[config.mk]
export PLATFORM = sky130hd
export DESIGN_NAME = jtag_tap_param_flat
export DESIGN_NICKNAME = d
export VERILOG_FILES = /design/src/rtl/jtag_tap_param_if.sv /design/src/rtl/jtag_tap_param.sv /design/src/flat_wrapper.sv
export SDC_FILE = /design/constraint.sdc
export NUM_CORES = 1
export LEC_CHECK = 0
export CAP_MARGIN = 20
export CORE_MARGIN = 1
export CORE_UTILIZATION = 41
export CTS_CLUSTER_SIZE = 12
export DETAILED_ROUTE_END_ITERATION = 7
export PLACE_DENSITY_LB_ADDON = 0.3
export SETUP_SLACK_MARGIN = 0.1
export SKIP_LAST_GASP = 1
export SYNTH_ARGS = -nofsm -noshare
export SYNTH_HDL_FRONTEND = slang
export SYNTH_SLANG_ARGS = --single-unit
[constraint.sdc]
create_clock -name TCK -period 4.27 [get_ports TCK]
set_clock_uncertainty 0.2 [all_clocks]
set_input_delay 0.854 -clock TCK [delete_from_list [all_inputs] [get_ports TCK]]
set_output_delay 0.854 -clock TCK [all_outputs]
set_load 0.01 [all_outputs]
[src/rtl/jtag_tap_param_if.sv]
// JTAG pin bundle between a tester (master) and the TAP (slave).
// Latency: none (wires only).
// Backpressure: none; TMS/TDI are sampled on rising TCK, TDO/TDO_EN change on falling TCK.
//
// Signals: TMS, TDI  tester -> TAP
//          TDO, TDO_EN  TAP -> tester (TDO_EN drives the pad output enable)
interface jtag_tap_param_if;
    logic TMS;
    logic TDI;
    logic TDO;
    logic TDO_EN;

    modport master (
        output TMS,
        output TDI,
        input  TDO,
        input  TDO_EN
    );

    modport slave (
        input  TMS,
        input  TDI,
        output TDO,
        output TDO_EN
    );
endinterface

[src/rtl/jtag_tap_param.sv]
// Parametrised IEEE 1149.1 TAP: 16-state controller, IR, BYPASS, IDCODE, SAMPLE/PRELOAD, EXTEST.
// Latency: first TDO bit on the falling TCK after entering Shift-IR/DR; N posedges shift N bits.
// Backpressure: none; the tester paces everything through TCK/TMS.
//
// Optional feature: define JTAG_USERCODE_EN to add the 32-bit USERCODE register
// (selected by OP_USERCODE). Without it OP_USERCODE decodes as BYPASS.
//
// Ports:
//   TCK, TRST_N   test clock and asynchronous active-low reset
//   jtag          TMS/TDI in, TDO/TDO_EN out (TDO/TDO_EN registered on falling TCK)
//   STATE         current TAP state code
//   IR_OUT        active instruction
//   BSR_IN        pin/core values captured in Capture-DR
//   BSR_OUT       boundary update register, loaded in Update-DR for SAMPLE/EXTEST
//   EXTEST_MODE   high while the active instruction is EXTEST
module jtag_tap_param #(
    parameter int                     IR_WIDTH     = 4,
    parameter int                     BSR_LEN      = 10,
    parameter logic [31:0]            IDCODE_VAL   = 32'h1234_5001,
    parameter logic [31:0]            USERCODE_VAL = 32'h0000_00A5,
    parameter logic [IR_WIDTH-1:0]    OP_IDCODE    = IR_WIDTH'(7),
    parameter logic [IR_WIDTH-1:0]    OP_SAMPLE    = IR_WIDTH'(1),
    parameter logic [IR_WIDTH-1:0]    OP_EXTEST    = IR_WIDTH'(2),
    parameter logic [IR_WIDTH-1:0]    OP_USERCODE  = IR_WIDTH'(8)
) (
    input  logic                 TCK,
    input  logic                 TRST_N,
    jtag_tap_param_if.slave      jtag,
    output logic [3:0]           STATE,
    output logic [IR_WIDTH-1:0]  IR_OUT,
    input  logic [BSR_LEN-1:0]   BSR_IN,
    output logic [BSR_LEN-1:0]   BSR_OUT,
    output logic                 EXTEST_MODE
);

    // State codes follow the standard 1149.1 encoding so STATE can be
    // compared directly with external analysers.
    typedef enum logic [3:0] {
        S_EX2DR = 4'h0,
        S_EX1DR = 4'h1,
        S_SHDR  = 4'h2,
        S_PDR   = 4'h3,
        S_SELIR = 4'h4,
        S_UPDR  = 4'h5,
        S_CAPDR = 4'h6,
        S_SELDR = 4'h7,
        S_EX2IR = 4'h8,
        S_EX1IR = 4'h9,
        S_SHIR  = 4'hA,
        S_PIR   = 4'hB,
        S_RTI   = 4'hC,
        S_UPIR  = 4'hD,
        S_CAPIR = 4'hE,
        S_TLR   = 4'hF
    } tap_state_t;

    typedef enum logic [1:0] {
        DR_BYPASS = 2'd0,
        DR_IDCODE = 2'd1,
        DR_BSR    = 2'd2,
        DR_USER   = 2'd3
    } dr_sel_t;

    // The mandatory 1149.1 IR capture pattern: LSBs 01, zeros above.
    localparam logic [IR_WIDTH-1:0] IR_CAPTURE = IR_WIDTH'(2'b01);

    tap_state_t            state;
    tap_state_t            state_nxt;
    dr_sel_t               dr_sel;

    logic [IR_WIDTH-1:0]   ir_sr;
    logic [31:0]           id_sr;
    logic [BSR_LEN-1:0]    bsr_sr;
    logic [BSR_LEN-1:0]    bsr_shift;
    logic                  byp_sr;
    logic                  tdo_nxt;
    logic                  tdo_en_nxt;

    //------------------------------------------------------------------
    // TAP controller
    //------------------------------------------------------------------
    always_ff @(posedge TCK or negedge TRST_N) begin
        if (!TRST_N) begin
            state <= S_TLR;
        end else begin
            state <= state_nxt;
        end
    end

    always_comb begin
        state_nxt = state;
        unique case (state)
            S_TLR:   state_nxt = jtag.TMS ? S_TLR   : S_RTI;
            S_RTI:   state_nxt = jtag.TMS ? S_SELDR : S_RTI;
            S_SELDR: state_nxt = jtag.TMS ? S_SELIR : S_CAPDR;
            S_CAPDR: state_nxt = jtag.TMS ? S_EX1DR : S_SHDR;
            S_SHDR:  state_nxt = jtag.TMS ? S_EX1DR : S_SHDR;
            S_EX1DR: state_nxt = jtag.TMS ? S_UPDR  : S_PDR;
            S_PDR:   state_nxt = jtag.TMS ? S_EX2DR : S_PDR;
            S_EX2DR: state_nxt = jtag.TMS ? S_UPDR  : S_SHDR;
            S_UPDR:  state_nxt = jtag.TMS ? S_SELDR : S_RTI;
            S_SELIR: state_nxt = jtag.TMS ? S_TLR   : S_CAPIR;
            S_CAPIR: state_nxt = jtag.TMS ? S_EX1IR : S_SHIR;
            S_SHIR:  state_nxt = jtag.TMS ? S_EX1IR : S_SHIR;
            S_EX1IR: state_nxt = jtag.TMS ? S_UPIR  : S_PIR;
            S_PIR:   state_nxt = jtag.TMS ? S_EX2IR : S_PIR;
            S_EX2IR: state_nxt = jtag.TMS ? S_UPIR  : S_SHIR;
            S_UPIR:  state_nxt = jtag.TMS ? S_SELDR : S_RTI;
            default: state_nxt = S_TLR;
        endcase
    end

    assign STATE = state;

    //------------------------------------------------------------------
    // Instruction register
    //------------------------------------------------------------------
    always_ff @(posedge TCK or negedge TRST_N) begin
        if (!TRST_N) begin
            ir_sr <= '0;
        end else if (state == S_CAPIR) begin
            ir_sr <= IR_CAPTURE;
        end else if (state == S_SHIR) begin
            ir_sr <= {jtag.TDI, ir_sr[IR_WIDTH-1:1]};
        end
    end

    // TLR keeps forcing IDCODE so a 5xTMS=1 escape always restores a known IR.
    always_ff @(posedge TCK or negedge TRST_N) begin
        if (!TRST_N) begin
            IR_OUT <= OP_IDCODE;
        end else if (state == S_TLR) begin
            IR_OUT <= OP_IDCODE;
        end else if (state == S_UPIR) begin
            IR_OUT <= ir_sr;
        end
    end

    assign EXTEST_MODE = (IR_OUT == OP_EXTEST);

    //------------------------------------------------------------------
    // Data register select; IDCODE wins if opcodes ever overlap
    //------------------------------------------------------------------
    always_comb begin
        dr_sel = DR_BYPASS;
        if (IR_OUT == OP_IDCODE) begin
            dr_sel = DR_IDCODE;
        end else if ((IR_OUT == OP_SAMPLE) || (IR_OUT == OP_EXTEST)) begin
            dr_sel = DR_BSR;
        end
`ifdef JTAG_USERCODE_EN
        else if (IR_OUT == OP_USERCODE) begin
            dr_sel = DR_USER;
        end
`endif
    end

    //------------------------------------------------------------------
    // Data registers: all capture together, only the selected one shifts
    //------------------------------------------------------------------
    always_ff @(posedge TCK or negedge TRST_N) begin
        if (!TRST_N) begin
            id_sr <= '0;
        end else if (state == S_CAPDR) begin
            id_sr <= IDCODE_VAL;
        end else if ((state == S_SHDR) && (dr_sel == DR_IDCODE)) begin
            id_sr <= {jtag.TDI, id_sr[31:1]};
        end
    end

    // Shift through a widened copy so a single-cell chain needs no special case.
    assign bsr_shift = BSR_LEN'({jtag.TDI, bsr_sr} >> 1);

    always_ff @(posedge TCK or negedge TRST_N) begin
        if (!TRST_N) begin
            bsr_sr <= '0;
        end else if (state == S_CAPDR) begin
            bsr_sr <= BSR_IN;
        end else if ((state == S_SHDR) && (dr_sel == DR_BSR)) begin
            bsr_sr <= bsr_shift;
        end
    end

    always_ff @(posedge TCK or negedge TRST_N) begin
        if (!TRST_N) begin
            byp_sr <= 1'b0;
        end else if (state == S_CAPDR) begin
            byp_sr <= 1'b0;
        end else if ((state == S_SHDR) && (dr_sel == DR_BYPASS)) begin
            byp_sr <= jtag.TDI;
        end
    end

    // Update stage only moves for boundary-scan instructions; any other
    // instruction leaves the pins exactly as they were.
    always_ff @(posedge TCK or negedge TRST_N) begin
        if (!TRST_N) begin
            BSR_OUT <= '0;
        end else if ((state == S_UPDR) && (dr_sel == DR_BSR)) begin
            BSR_OUT <= bsr_sr;
        end
    end

`ifdef JTAG_USERCODE_EN
    logic [31:0] uc_sr;

    always_ff @(posedge TCK or negedge TRST_N) begin
        if (!TRST_N) begin
            uc_sr <= '0;
        end else if (state == S_CAPDR) begin
            uc_sr <= USERCODE_VAL;
        end else if ((state == S_SHDR) && (dr_sel == DR_USER)) begin
            uc_sr <= {jtag.TDI, uc_sr[31:1]};
        end
    end
`else
    // USERCODE register absent in this build; keep its parameters referenced.
    logic unused_uc;
    assign unused_uc = ^{USERCODE_VAL, OP_USERCODE};
`endif

    //------------------------------------------------------------------
    // TDO path: registered on the falling edge so the pin is stable
    // around the tester's rising-edge sample.
    //------------------------------------------------------------------
    always_comb begin
        tdo_nxt    = 1'b0;
        tdo_en_nxt = 1'b0;
        if (state == S_SHIR) begin
            tdo_en_nxt = 1'b1;
            tdo_nxt    = ir_sr[0];
        end else if (state == S_SHDR) begin
            tdo_en_nxt = 1'b1;
            unique case (dr_sel)
                DR_IDCODE: tdo_nxt = id_sr[0];
                DR_BSR:    tdo_nxt = bsr_sr[0];
`ifdef JTAG_USERCODE_EN
                DR_USER:   tdo_nxt = uc_sr[0];
`endif
                default:   tdo_nxt = byp_sr;
            endcase
        end
    end

    always_ff @(negedge TCK or negedge TRST_N) begin
        if (!TRST_N) begin
            jtag.TDO    <= 1'b0;
            jtag.TDO_EN <= 1'b0;
        end else begin
            jtag.TDO    <= tdo_nxt;
            jtag.TDO_EN <= tdo_en_nxt;
        end
    end

endmodule

[src/flat_wrapper.sv]
// flat-port wrapper written by rule: the top's interface ports become plain ports
module jtag_tap_param_flat 
#(
    parameter int                     IR_WIDTH     = 4,
    parameter int                     BSR_LEN      = 10,
    parameter logic [31:0]            IDCODE_VAL   = 32'h1234_5001,
    parameter logic [31:0]            USERCODE_VAL = 32'h0000_00A5,
    parameter logic [IR_WIDTH-1:0]    OP_IDCODE    = IR_WIDTH'(7),
    parameter logic [IR_WIDTH-1:0]    OP_SAMPLE    = IR_WIDTH'(1),
    parameter logic [IR_WIDTH-1:0]    OP_EXTEST    = IR_WIDTH'(2),
    parameter logic [IR_WIDTH-1:0]    OP_USERCODE  = IR_WIDTH'(8)
)
  (TCK, TRST_N, STATE, IR_OUT, BSR_IN, BSR_OUT, EXTEST_MODE, jtag_TMS, jtag_TDI, jtag_TDO, jtag_TDO_EN);
  jtag_tap_param_if jtag_i ();
  input  logic TCK;
  input  logic TRST_N;
  output logic [3:0] STATE;
  output logic [IR_WIDTH-1:0] IR_OUT;
  input  logic [BSR_LEN-1:0] BSR_IN;
  output logic [BSR_LEN-1:0] BSR_OUT;
  output logic EXTEST_MODE;
  input wire logic [$bits(jtag_i.TMS)-1:0] jtag_TMS;
  input wire logic [$bits(jtag_i.TDI)-1:0] jtag_TDI;
  output wire logic [$bits(jtag_i.TDO)-1:0] jtag_TDO;
  output wire logic [$bits(jtag_i.TDO_EN)-1:0] jtag_TDO_EN;
  assign jtag_i.TMS = jtag_TMS;
  assign jtag_i.TDI = jtag_TDI;
  assign jtag_TDO = jtag_i.TDO;
  assign jtag_TDO_EN = jtag_i.TDO_EN;
  jtag_tap_param #(.IR_WIDTH(IR_WIDTH), .BSR_LEN(BSR_LEN), .IDCODE_VAL(IDCODE_VAL), .USERCODE_VAL(USERCODE_VAL), .OP_IDCODE(OP_IDCODE), .OP_SAMPLE(OP_SAMPLE), .OP_EXTEST(OP_EXTEST), .OP_USERCODE(OP_USERCODE)) u_core (.TCK(TCK), .TRST_N(TRST_N), .jtag(jtag_i), .STATE(STATE), .IR_OUT(IR_OUT), .BSR_IN(BSR_IN), .BSR_OUT(BSR_OUT), .EXTEST_MODE(EXTEST_MODE));
endmodule
### After elaboration in Yosys (flattened, before gate mapping)

Cells that the tools add are included.

| cells by class | value |
|---|---|
| equal/unequal tests | 20 |
| mux-type cells | 30 |
| reduce and logical (&&, ||, !) cells | 15 |

Operators with widths:

| kind | number |
|---|---|
| two-way mux 32 bit | 2 |
| one-hot mux 4 bit (12 select lines) | 1 |
| equality test 4 bit, second input constant | 8 |
| equality test 4 x 3 -> 1 bit, second input constant | 5 |
| two-way mux 10 bit | 2 |
| two-way mux 4 bit | 5 |
| two-way mux 2 bit | 8 |
| equality test 4 x 2 -> 1 bit, second input constant | 3 |
| two-way mux 3 bit | 4 |
| nonzero test 2 bit | 5 |
| equality test 4 x 1 -> 1 bit, second input constant | 2 |
| two-way mux 1 bit | 7 |
| logical AND 1 bit | 4 |
| zero test 4 bit | 1 |
| OR reduction 2 bit | 2 |
| OR reduction 3 bit | 1 |
| equality test 2 x 1 -> 1 bit, second input constant | 1 |
| equality test 2 bit, second input constant | 1 |
| zero test 2 bit | 1 |
| one-hot mux 1 bit (2 select lines) | 1 |
| logical OR 1 bit | 1 |

| word-level totals | value |
|---|---|
| register bits | 67 |
| output and inout port bits | 21 |

### Longest topological paths before layout

| logic depth | value |
|---|---|
| word-level depth | 8 |
| depth in mapped cells | 6 |

==> run_results.csv <==
group,metric,value,unit
synthesis,synth_area,2900,um2
synthesis,synth.ff_latch_count,67,
synthesis,synth_nets,302,
cells_and_area,fin_nets,334,
synthesis,syn_inst,288,
global_routing,grt_max_degree,55,
drt,vias,2065,
drt,via_per_inst,4.90,
drt,routed_wl,5.24,mm
global_routing,grt_antenna_before_repair,0,
cells_and_area,final_layout_size_suffix_gt1_share,11.1,%
power_and_ir_drop,internal_power,1650,uW
sta,hold-worst-slack,208,ps
setup_path,rr_startpoint,"u_core.STATE[0]$_DFF_PN1_",
sta,maxSlewViolCount,0,
power_and_ir_drop,pwr-share-clk,26.4,%
place,dp.cells,405,
setup_path,worstSetupPathType,"flop to output pin",
clocking,clock_latency,340,ps
cells_and_area,final_common_cell,"nand2_1",
cells_and_area,stdcell_count,421,
place,place.gp.congestion,0.804,
clocking,root_buffer,"clkbuf_8",
power_and_ir_drop,total_power,2450,uW
global_routing,grt_first_pass_wirelength,9.20,mm
setup_path,cp_cell_sequence,"clkdlybuf4s15_1",
setup_path,crit_cells,1,
cells_and_area,antenna_cells,0,
synthesis,synth.distinct_cells,34,
die,row_count,30,
synthesis,synth_area_per_cell,10.1,um2
outcome,outcome,"completed",
place,dp_slack,193,ps
global_routing,first_global_vias,1996,
place,portBuffers,34,
sta,rsz0062_at_grt,"false",
power_and_ir_drop,seq_power_share,44.5,%
setup_path,endpoint_kind,"output pin",
drt,final_antenna_net_count,0,
clocking,ctsHtreeMaxLevel,3,
cells_and_area,syn_to_final_growth,22.7,%
setup_path,cp_num_buf_inv,1,
clocking,path_clk_slew,70,ps
setup_path,worst-path-max-fanout,1,
run,maxCapViolations,0,
drt,drc,0,
synthesis,synthArstFlopShare,100,%
synthesis,ys_seq_area_share,58.1,%
hold_path,hold_class,"primary input to asynchronous set/reset pin",
setup_path,worstPathArrival,3070,ps
clocking,numCtsBuffers,9,
global_routing,track_usage,16.2,%
die,die_y,86.1,um
setup_path,cp_slowest_cell,"dfrtn_1",
drt,wl_per_cell,12.4,um
power_and_ir_drop,ir_drop,0.000184,V
place,dp_hpwl,3.40,mm
setup_path,r2r_slack,570,ps
die,die-area,7410,um2
synthesis,synth_edf_count,0,
setup_path,reg2reg_depth,4,
power_and_ir_drop,p_comb_share,29.1,%
setup_path,crit_required,3220,ps
power_and_ir_drop,swShare,32.7,%
setup_path,worst_r2r_endpoint,"u_core.jtag.TDO$_DFF_NN0_",
die,core_area,6830,um2
drt,first_pass_iters,6,
clocking,clock_path_buffers,2,
drt,drtIter0Drc,252,
setup_path,crit_end,"jtag_TDO",
setup_path,critical_path.startpoint_type,"flop",
die,start_util,42.5,%
setup_path,crit_start,"u_core.jtag.TDO$_DFF_NN0_",
die,die_w,86.1,um
synthesis,synth_top_flop_cell,"dfrtp_1",
setup_path,crit_family,"flip-flops",
clocking,cts_tree,"yes",
power_and_ir_drop,power_leakage,0.00156,uW
power_and_ir_drop,power_density,688,nW/um2
clocking,cts_setup_buffers,0,
clocking,clock-sinks,67,
power_and_ir_drop,switchingPower,802,uW
synthesis,synth_warnings,0,
global_routing,grt_overflow_total,0,
sta,hold_violations,0,
sta,setup_viol,0,
cells_and_area,final_cell_mix,"nand2_1 (75), dfrtp_1 (58), o21ai_1 (39)",
sta,fin_setup_tns,0,ps
sta,tightest_slew,881,ps
sta,max_slew_margin,41.1,%
setup_path,cpPeakStageDelay,380,ps
sta,fin_ws,148,ps
die,ios,35,
power groups by stage:
| stage | clock (uW) | combinational [uW] | sequential [uW] |
|---|---|---|---|
| 6_report | 648 | 712 | 1090 |
| 5_1_grt | 692 | 798 | 1120 |
| 4_1_cts | 667 | 719 | 1090 |
| 3_5_place_dp | 0 | 720 | 1100 |
| 3_3_place_gp | 0 | 703 | 1090 |
| 2_1_floorplan | 0 | 458 | 1050 |
what timing repair did:
| item | CTS | global route |
|---|---|---|
| gates resized for setup | 2 | 2 |
| endpoints found under the setup margin | 2 | 2 |
| hold buffers | 0 | 0 |
| pin swaps | 0 | 0 |
sequential cells by signal (all words and copies together) (netlist names):
name and flops:
u_core.STATE 4, u_core.IR_OUT 4, u_core.id_sr 32, u_core.jtag.TDO 1
u_core.BSR_OUT 10, u_core.ir_sr 4, u_core.jtag.TDO_EN 1, u_core.bsr_sr 10
u_core.byp_sr 1
metrics by stage:
step	util (%)	area, um2
6_report	52.1	3560
5_1_grt	52.1	3560
4_1_cts	52.1	3560
3_5_place_dp	48.4	3310
3_3_place_gp	48.4	3310
2_1_floorplan	-	2900
cell families (layout without fill, tap and decap cells):
group                  Yosys count  count (layout)  synth area share (%)
XOR/XNOR                         1               1                 0.302
flip-flops                      67              67                  58.1
AO/OA/AOI/OAI                   63              63                  11.4
multiplexers                    23              23                  8.37
AND/OR/NAND/NOR                113             113                  18.5
buffers and inverters           21              58                  3.36
Yosys cell counts, types with 4 or more instances:
library cell	number	area [um2]
o21ai_0	14	70.1
nand2b_1	6	37.5
clkbuf_1	12	45.0
a21oi_1	4	20.0
mux2_1	8	90.1
dfrtp_1	58	1450
nand2_1	75	282
o21ai_1	39	195
dfstp_2	7	184
inv_1	4	15.0
nor2_1	16	60.1
mux2i_1	13	130
cell type report:
cell class	instances	area, um2
clock buffer	10	138
fill	627	3270
tap	96	120
sequential	67	1690
clock inverter	6	113
timing repair buffer	38	365
inverter	4	15.0
multi-input combinational	200	1120
per-layer routing:
layer | vias up | global-route usage (%) | wire (um)
met4 | 0 | 10.3 | 123
met1 | 971 | 21.9 | 2630
li1 | 1032 | - | -
met3 | 11 | 3.66 | 222
met2 | 51 | 23.7 | 2260
met5 | - | 0 | 0
how the worst min path moves through the flow:
stage / start / to / depth (start not counted)
after CTS: TRST_N / u_core.IR_OUT[3]$_DFFE_PN0P_ / 1
final: TRST_N / u_core.IR_OUT[3]$_DFFE_PN0P_ / 1
after floorplan: u_core.id_sr[29]$_DFFE_PN0P_ / u_core.id_sr[28]$_DFFE_PN0P_ / 2
after global routing: TRST_N / u_core.IR_OUT[3]$_DFFE_PN0P_ / 1
after global placement: u_core.id_sr[7]$_DFFE_PN0P_ / u_core.id_sr[6]$_DFFE_PN0P_ / 2
after detailed placement: u_core.id_sr[3]$_DFFE_PN0P_ / u_core.id_sr[2]$_DFFE_PN0P_ / 2
Note: power is estimated with default switching activity, not from simulation.
